===== src/rtl/sync_ff_sync_nb_filt_if.sv =====
// Signal bundle for the multi-channel synchroniser and glitch filter.
// The DUT connects through the slave modport; whatever drives data_in uses master.
interface sync_ff_sync_nb_filt_if #(
    parameter int WIDTH = 4
);
    logic [WIDTH-1:0] data_in;
    logic [WIDTH-1:0] data_sync;
    logic [WIDTH-1:0] data_out;
    logic [WIDTH-1:0] rise_pulse;
    logic [WIDTH-1:0] fall_pulse;
    logic             change_any;

    modport master (
        output data_in,
        input  data_sync,
        input  data_out,
        input  rise_pulse,
        input  fall_pulse,
        input  change_any
    );

    modport slave (
        input  data_in,
        output data_sync,
        output data_out,
        output rise_pulse,
        output fall_pulse,
        output change_any
    );
endinterface


===== src/rtl/sync_ff_sync_nb_filt.sv =====
// Multi-channel synchroniser for asynchronous control inputs.
// Per channel: an N-flop sync chain, a hold-time glitch filter, and registered edge pulses.
module sync_ff_sync_nb_filt #(
    parameter int               WIDTH    = 4,
    parameter int               STAGES   = 2,
    parameter int               FILT_CNT = 4,
    parameter logic [WIDTH-1:0] RST_VAL  = '0
) (
    input  logic                    clk,
    input  logic                    rst,
    sync_ff_sync_nb_filt_if.slave   bus
);

    localparam int               CNT_W   = $clog2(FILT_CNT) + 1;
    localparam logic [CNT_W-1:0] CNT_MAX = CNT_W'(FILT_CNT - 1);

    generate
        if (STAGES < 2) begin : g_bad_stages
            $error("sync_ff_sync_nb_filt: STAGES must be at least 2");
        end
        if (FILT_CNT < 1) begin : g_bad_filt
            $error("sync_ff_sync_nb_filt: FILT_CNT must be at least 1");
        end
        if (WIDTH < 1) begin : g_bad_width
            $error("sync_ff_sync_nb_filt: WIDTH must be at least 1");
        end
    endgenerate

    logic [WIDTH-1:0] stage [STAGES];
    logic [WIDTH-1:0] sync_q;
    logic [WIDTH-1:0] out_q;
    logic [WIDTH-1:0] rise_q;
    logic [WIDTH-1:0] fall_q;
    logic             any_q;
    logic [CNT_W-1:0] cnt [WIDTH];
    logic [WIDTH-1:0] upd;

    always_ff @(posedge clk) begin
        if (rst) begin
            for (int k = 0; k < STAGES; k++) begin
                stage[k] <= RST_VAL;
            end
        end else begin
            stage[0] <= bus.data_in;
            for (int k = 1; k < STAGES; k++) begin
                stage[k] <= stage[k-1];
            end
        end
    end

    assign sync_q = stage[STAGES-1];

    // A channel commits once its synchronised value has disagreed with data_out
    // for FILT_CNT consecutive edges, including the current one.
    always_comb begin
        upd = '0;
        for (int i = 0; i < WIDTH; i++) begin
            upd[i] = (sync_q[i] != out_q[i]) && (cnt[i] == CNT_MAX);
        end
    end

    always_ff @(posedge clk) begin
        if (rst) begin
            out_q  <= RST_VAL;
            rise_q <= '0;
            fall_q <= '0;
            any_q  <= 1'b0;
            for (int i = 0; i < WIDTH; i++) begin
                cnt[i] <= '0;
            end
        end else begin
            for (int i = 0; i < WIDTH; i++) begin
                if (sync_q[i] == out_q[i] || upd[i]) begin
                    cnt[i] <= '0;
                end else begin
                    cnt[i] <= cnt[i] + CNT_W'(1);
                end
            end
            out_q  <= (out_q & ~upd) | (sync_q & upd);
            rise_q <= upd & sync_q;
            fall_q <= upd & ~sync_q;
            any_q  <= |upd;
        end
    end

    assign bus.data_sync  = sync_q;
    assign bus.data_out   = out_q;
    assign bus.rise_pulse = rise_q;
    assign bus.fall_pulse = fall_q;
    assign bus.change_any = any_q;

endmodule

===== src/flat_wrapper.sv =====
// flat-port wrapper written by rule: the top's interface ports become plain ports
module sync_ff_sync_nb_filt_flat 
#(
    parameter int               WIDTH    = 4,
    parameter int               STAGES   = 2,
    parameter int               FILT_CNT = 4,
    parameter logic [WIDTH-1:0] RST_VAL  = '0
)
  (clk, rst, bus_data_in, bus_data_sync, bus_data_out, bus_rise_pulse, bus_fall_pulse, bus_change_any);
  sync_ff_sync_nb_filt_if #(.WIDTH(WIDTH)) bus_i ();
  input  logic clk;
  input  logic rst;
  input wire logic [$bits(bus_i.data_in)-1:0] bus_data_in;
  output wire logic [$bits(bus_i.data_sync)-1:0] bus_data_sync;
  output wire logic [$bits(bus_i.data_out)-1:0] bus_data_out;
  output wire logic [$bits(bus_i.rise_pulse)-1:0] bus_rise_pulse;
  output wire logic [$bits(bus_i.fall_pulse)-1:0] bus_fall_pulse;
  output wire logic [$bits(bus_i.change_any)-1:0] bus_change_any;
  assign bus_i.data_in = bus_data_in;
  assign bus_data_sync = bus_i.data_sync;
  assign bus_data_out = bus_i.data_out;
  assign bus_rise_pulse = bus_i.rise_pulse;
  assign bus_fall_pulse = bus_i.fall_pulse;
  assign bus_change_any = bus_i.change_any;
  sync_ff_sync_nb_filt #(.WIDTH(WIDTH), .STAGES(STAGES), .FILT_CNT(FILT_CNT), .RST_VAL(RST_VAL)) u_core (.clk(clk), .rst(rst), .bus(bus_i));
endmodule

===== config.mk =====
export PLATFORM = sky130hd
export DESIGN_NAME = sync_ff_sync_nb_filt_flat
export DESIGN_NICKNAME = d
export VERILOG_FILES = /design/src/rtl/sync_ff_sync_nb_filt_if.sv /design/src/rtl/sync_ff_sync_nb_filt.sv /design/src/flat_wrapper.sv
export SDC_FILE = /design/constraint.sdc
export NUM_CORES = 1
export LEC_CHECK = 0
export ABC_CLOCK_PERIOD_IN_PS = 2300
export CAP_MARGIN = 30
export CELL_PAD_IN_SITES_DETAIL_PLACEMENT = 1
export CELL_PAD_IN_SITES_GLOBAL_PLACEMENT = 2
export CORE_MARGIN = 5
export CORE_UTILIZATION = 36
export CTS_CLUSTER_SIZE = 40
export DETAILED_ROUTE_END_ITERATION = 6
export PLACE_DENSITY_LB_ADDON = 0.3
export SETUP_SLACK_MARGIN = 0.5
export SLEW_MARGIN = 20
export SYNTH_ARGS = -nofsm -noshare
export SYNTH_HDL_FRONTEND = slang
export SYNTH_SLANG_ARGS = --single-unit

===== constraint.sdc =====
create_clock -name clk -period 2.3 [get_ports clk]
set_input_delay 0.345 -clock clk [delete_from_list [all_inputs] [get_ports clk]]
set_output_delay 0.345 -clock clk [all_outputs]
set_load 0.1 [all_outputs]

==> reports/results.ini <==
[status]
outcome=finished clean

[route]
drt-pass1-iter-count=2
drt-initial-drc-count=21
wire_per_inst_um=11.83
viasPerCell=4.314
wl_mm=2.260
detail-route-antenna-nets=0
vias=824
drcViolationCount=0

[clock_tree]
hold_buffers=0
cts_max_level=2
cts_made_buffers=5
root_buffer=clkbuf_8
cts_resized=0
cts.sinks=33
clkTransAtPathRegs_ns=0.06
cts_buffer_depth=2
cts_tree=done
clkLatencyLatePin_ns=0.28
cts_setup_buffers=0

[hold_path]
hold_class=reg -> reg
holdPathStages=1

[floorplanning]
rows=22
die_w_um=70.58
core_area_mm2=0.003606
die_y_um=70.58
num_io_pins=23
die_area_mm2=0.004982
initial_core_util_pct=36.64

[timing]
max_slew_margin_pct=61.93
hold_violations=0
layout_min_cycle_time_ns=1.540
skew_ns=0.004640
tightestPinTransition_ns=0.5692
finalSetupViolCount=0
rsz0062_at_grt=false
setup-tns-final_ns=0
slew_viol_final=0
max_freq_mhz=649.5
period_share_pct=66.95

[place]
dp.final_hpwl_mm=1.824
place_congestion=0.7182
io_buffers=22
place_inst=183
place_area_mm2=0.001569

[cells_and_area]
final_layout_size_suffix_gt1_share_pct=27.97
diodes=0
final_area_mm2=0.001649
fin_nets=156
fill_cells=402
stdcell_count=191
layout.cells.most_common=dfxtp_1
layout_common_cells=dfxtp_1, buf_4
area_delta_synth_final_pct=24.81

[worst_setup_path]
critical_path.max_fanout=3
crit_path_end_kind=flip-flop
cp_common_cell=ha_1
critical-path-slowest-cell=or3_4
worstSetupPathType=reg -> reg
crit_required_ns=2.44
path_cells=ha_1 -> ha_1 -> or3_4 -> nor2_2
crit_path_max_incr_delay_ns=0.43
worst_r2r_path_depth=4
worstPathArrival_ns=1.68
crit_path_start_kind=flip-flop

[flow_run]
drv_cap=0

[grt]
grt_max_degree=17
grt_pass1_vias=879
grt_first_pass_wirelength_mm=3.753
antenna_found_initial=0
grt_overflow=0
grt_usage_pct=9.973

[synthesis]
synthesis.area_mm2=0.001321
yosysWarningCount=0
ys_seq_area_share_pct=59.09
synth.distinct_cells=17
avgSynthCellArea_um2=12.35
synth_cells=107
ys_ff_latch=33

[power]
peakVddDrop_mv=0.2812
power.density_mw_per_mm2=679.0
p_leak_nw=0.6732

==> cell type report <==
type                            instances  area [um^2]  area share (%)
Inverter                               12        45.04           2.731
Clock buffer                            8        80.08           4.856
Tap cell                               48        60.06           3.642
Multi-Input combinational cell         67        498.0           30.20
Timing Repair Buffer                   23        185.2           11.23
Sequential cell                        33        780.7           47.34
==> cells in the mapped netlist <==
master,number,area share [%]
buf_2,1,0.38
buf_4,4,2.3
clkbuf_1,1,0.28
conb_1,1,0.28
dfxtp_1,21,32
edfxtp_1,12,27
ha_1,8,7.6
inv_1,12,3.4
mux2i_1,4,3.0
nor2_1,4,1.1
nor2_2,12,5.7
nor2b_1,8,3.8
nor4b_1,8,5.3
o21ba_2,1,0.76
o22ai_1,2,0.95
or3_4,4,3.4
xnor2_1,4,2.7
==> metal layers <==
layer	vias up	global-route usage, %	part of all wire [%]
li1	410	-	-
met1	394	9.596	39
met2	16	17.88	54
met3	4	4.119	5.4
met4	0	5.637	1.9
met5	-	0	0
==> worst paths after layout <==
check,start,end,slack (ns)
max,u_core.cnt[0][3]$_SDFFCE_PN0P_,u_core.cnt[0][5]$_SDFFCE_PN0P_,0.76
min,u_core.stage[0][1]$_SDFF_PP0_,u_core.stage[0][5]$_SDFF_PP0_,0.44
max reg2reg,u_core.cnt[0][3]$_SDFFCE_PN0P_,u_core.cnt[0][5]$_SDFFCE_PN0P_,0.76
min reg2reg,u_core.stage[0][1]$_SDFF_PP0_,u_core.stage[0][5]$_SDFF_PP0_,0.44
==> worst max-delay path, delay by kind of cell (launching register included) <==
kind                       cells  cell delay (ns)
adders and majority gates      2             0.46
DFF                            1             0.42
and+or+nand+nor                2             0.53
==> cell families after synthesis <==
logic type      share of synthesized area, %
fa+ha+maj                              7.576
flops                                  59.09
other cells                           0.2838
mux                                    3.030
simple gates                           19.32
buf+inv                                6.344
xor+xnor                               2.651
compound gates                         1.704
==> where the power goes <==
part,switching (mW),internal (mW)
registers,0.00998,0.622
logic,0.0603,0.0323
clock network,0.180,0.214
==> through the flow <==
stage                     total power, mW  hold slack (ns)  worst slack [ns]  utilization, %
after floorplan                    0.7145           0.4138            0.5379               -
after global placement             0.7346           0.4279            0.4740           43.51
after detailed placement           0.7389           0.4313            0.4494           43.51
after CTS                           1.141           0.4469            0.7323           45.73
after global routing                1.173           0.4676            0.6941           45.73
final                               1.120           0.4438            0.7602           45.73
Note: power is estimated with default switching activity, not from simulation.
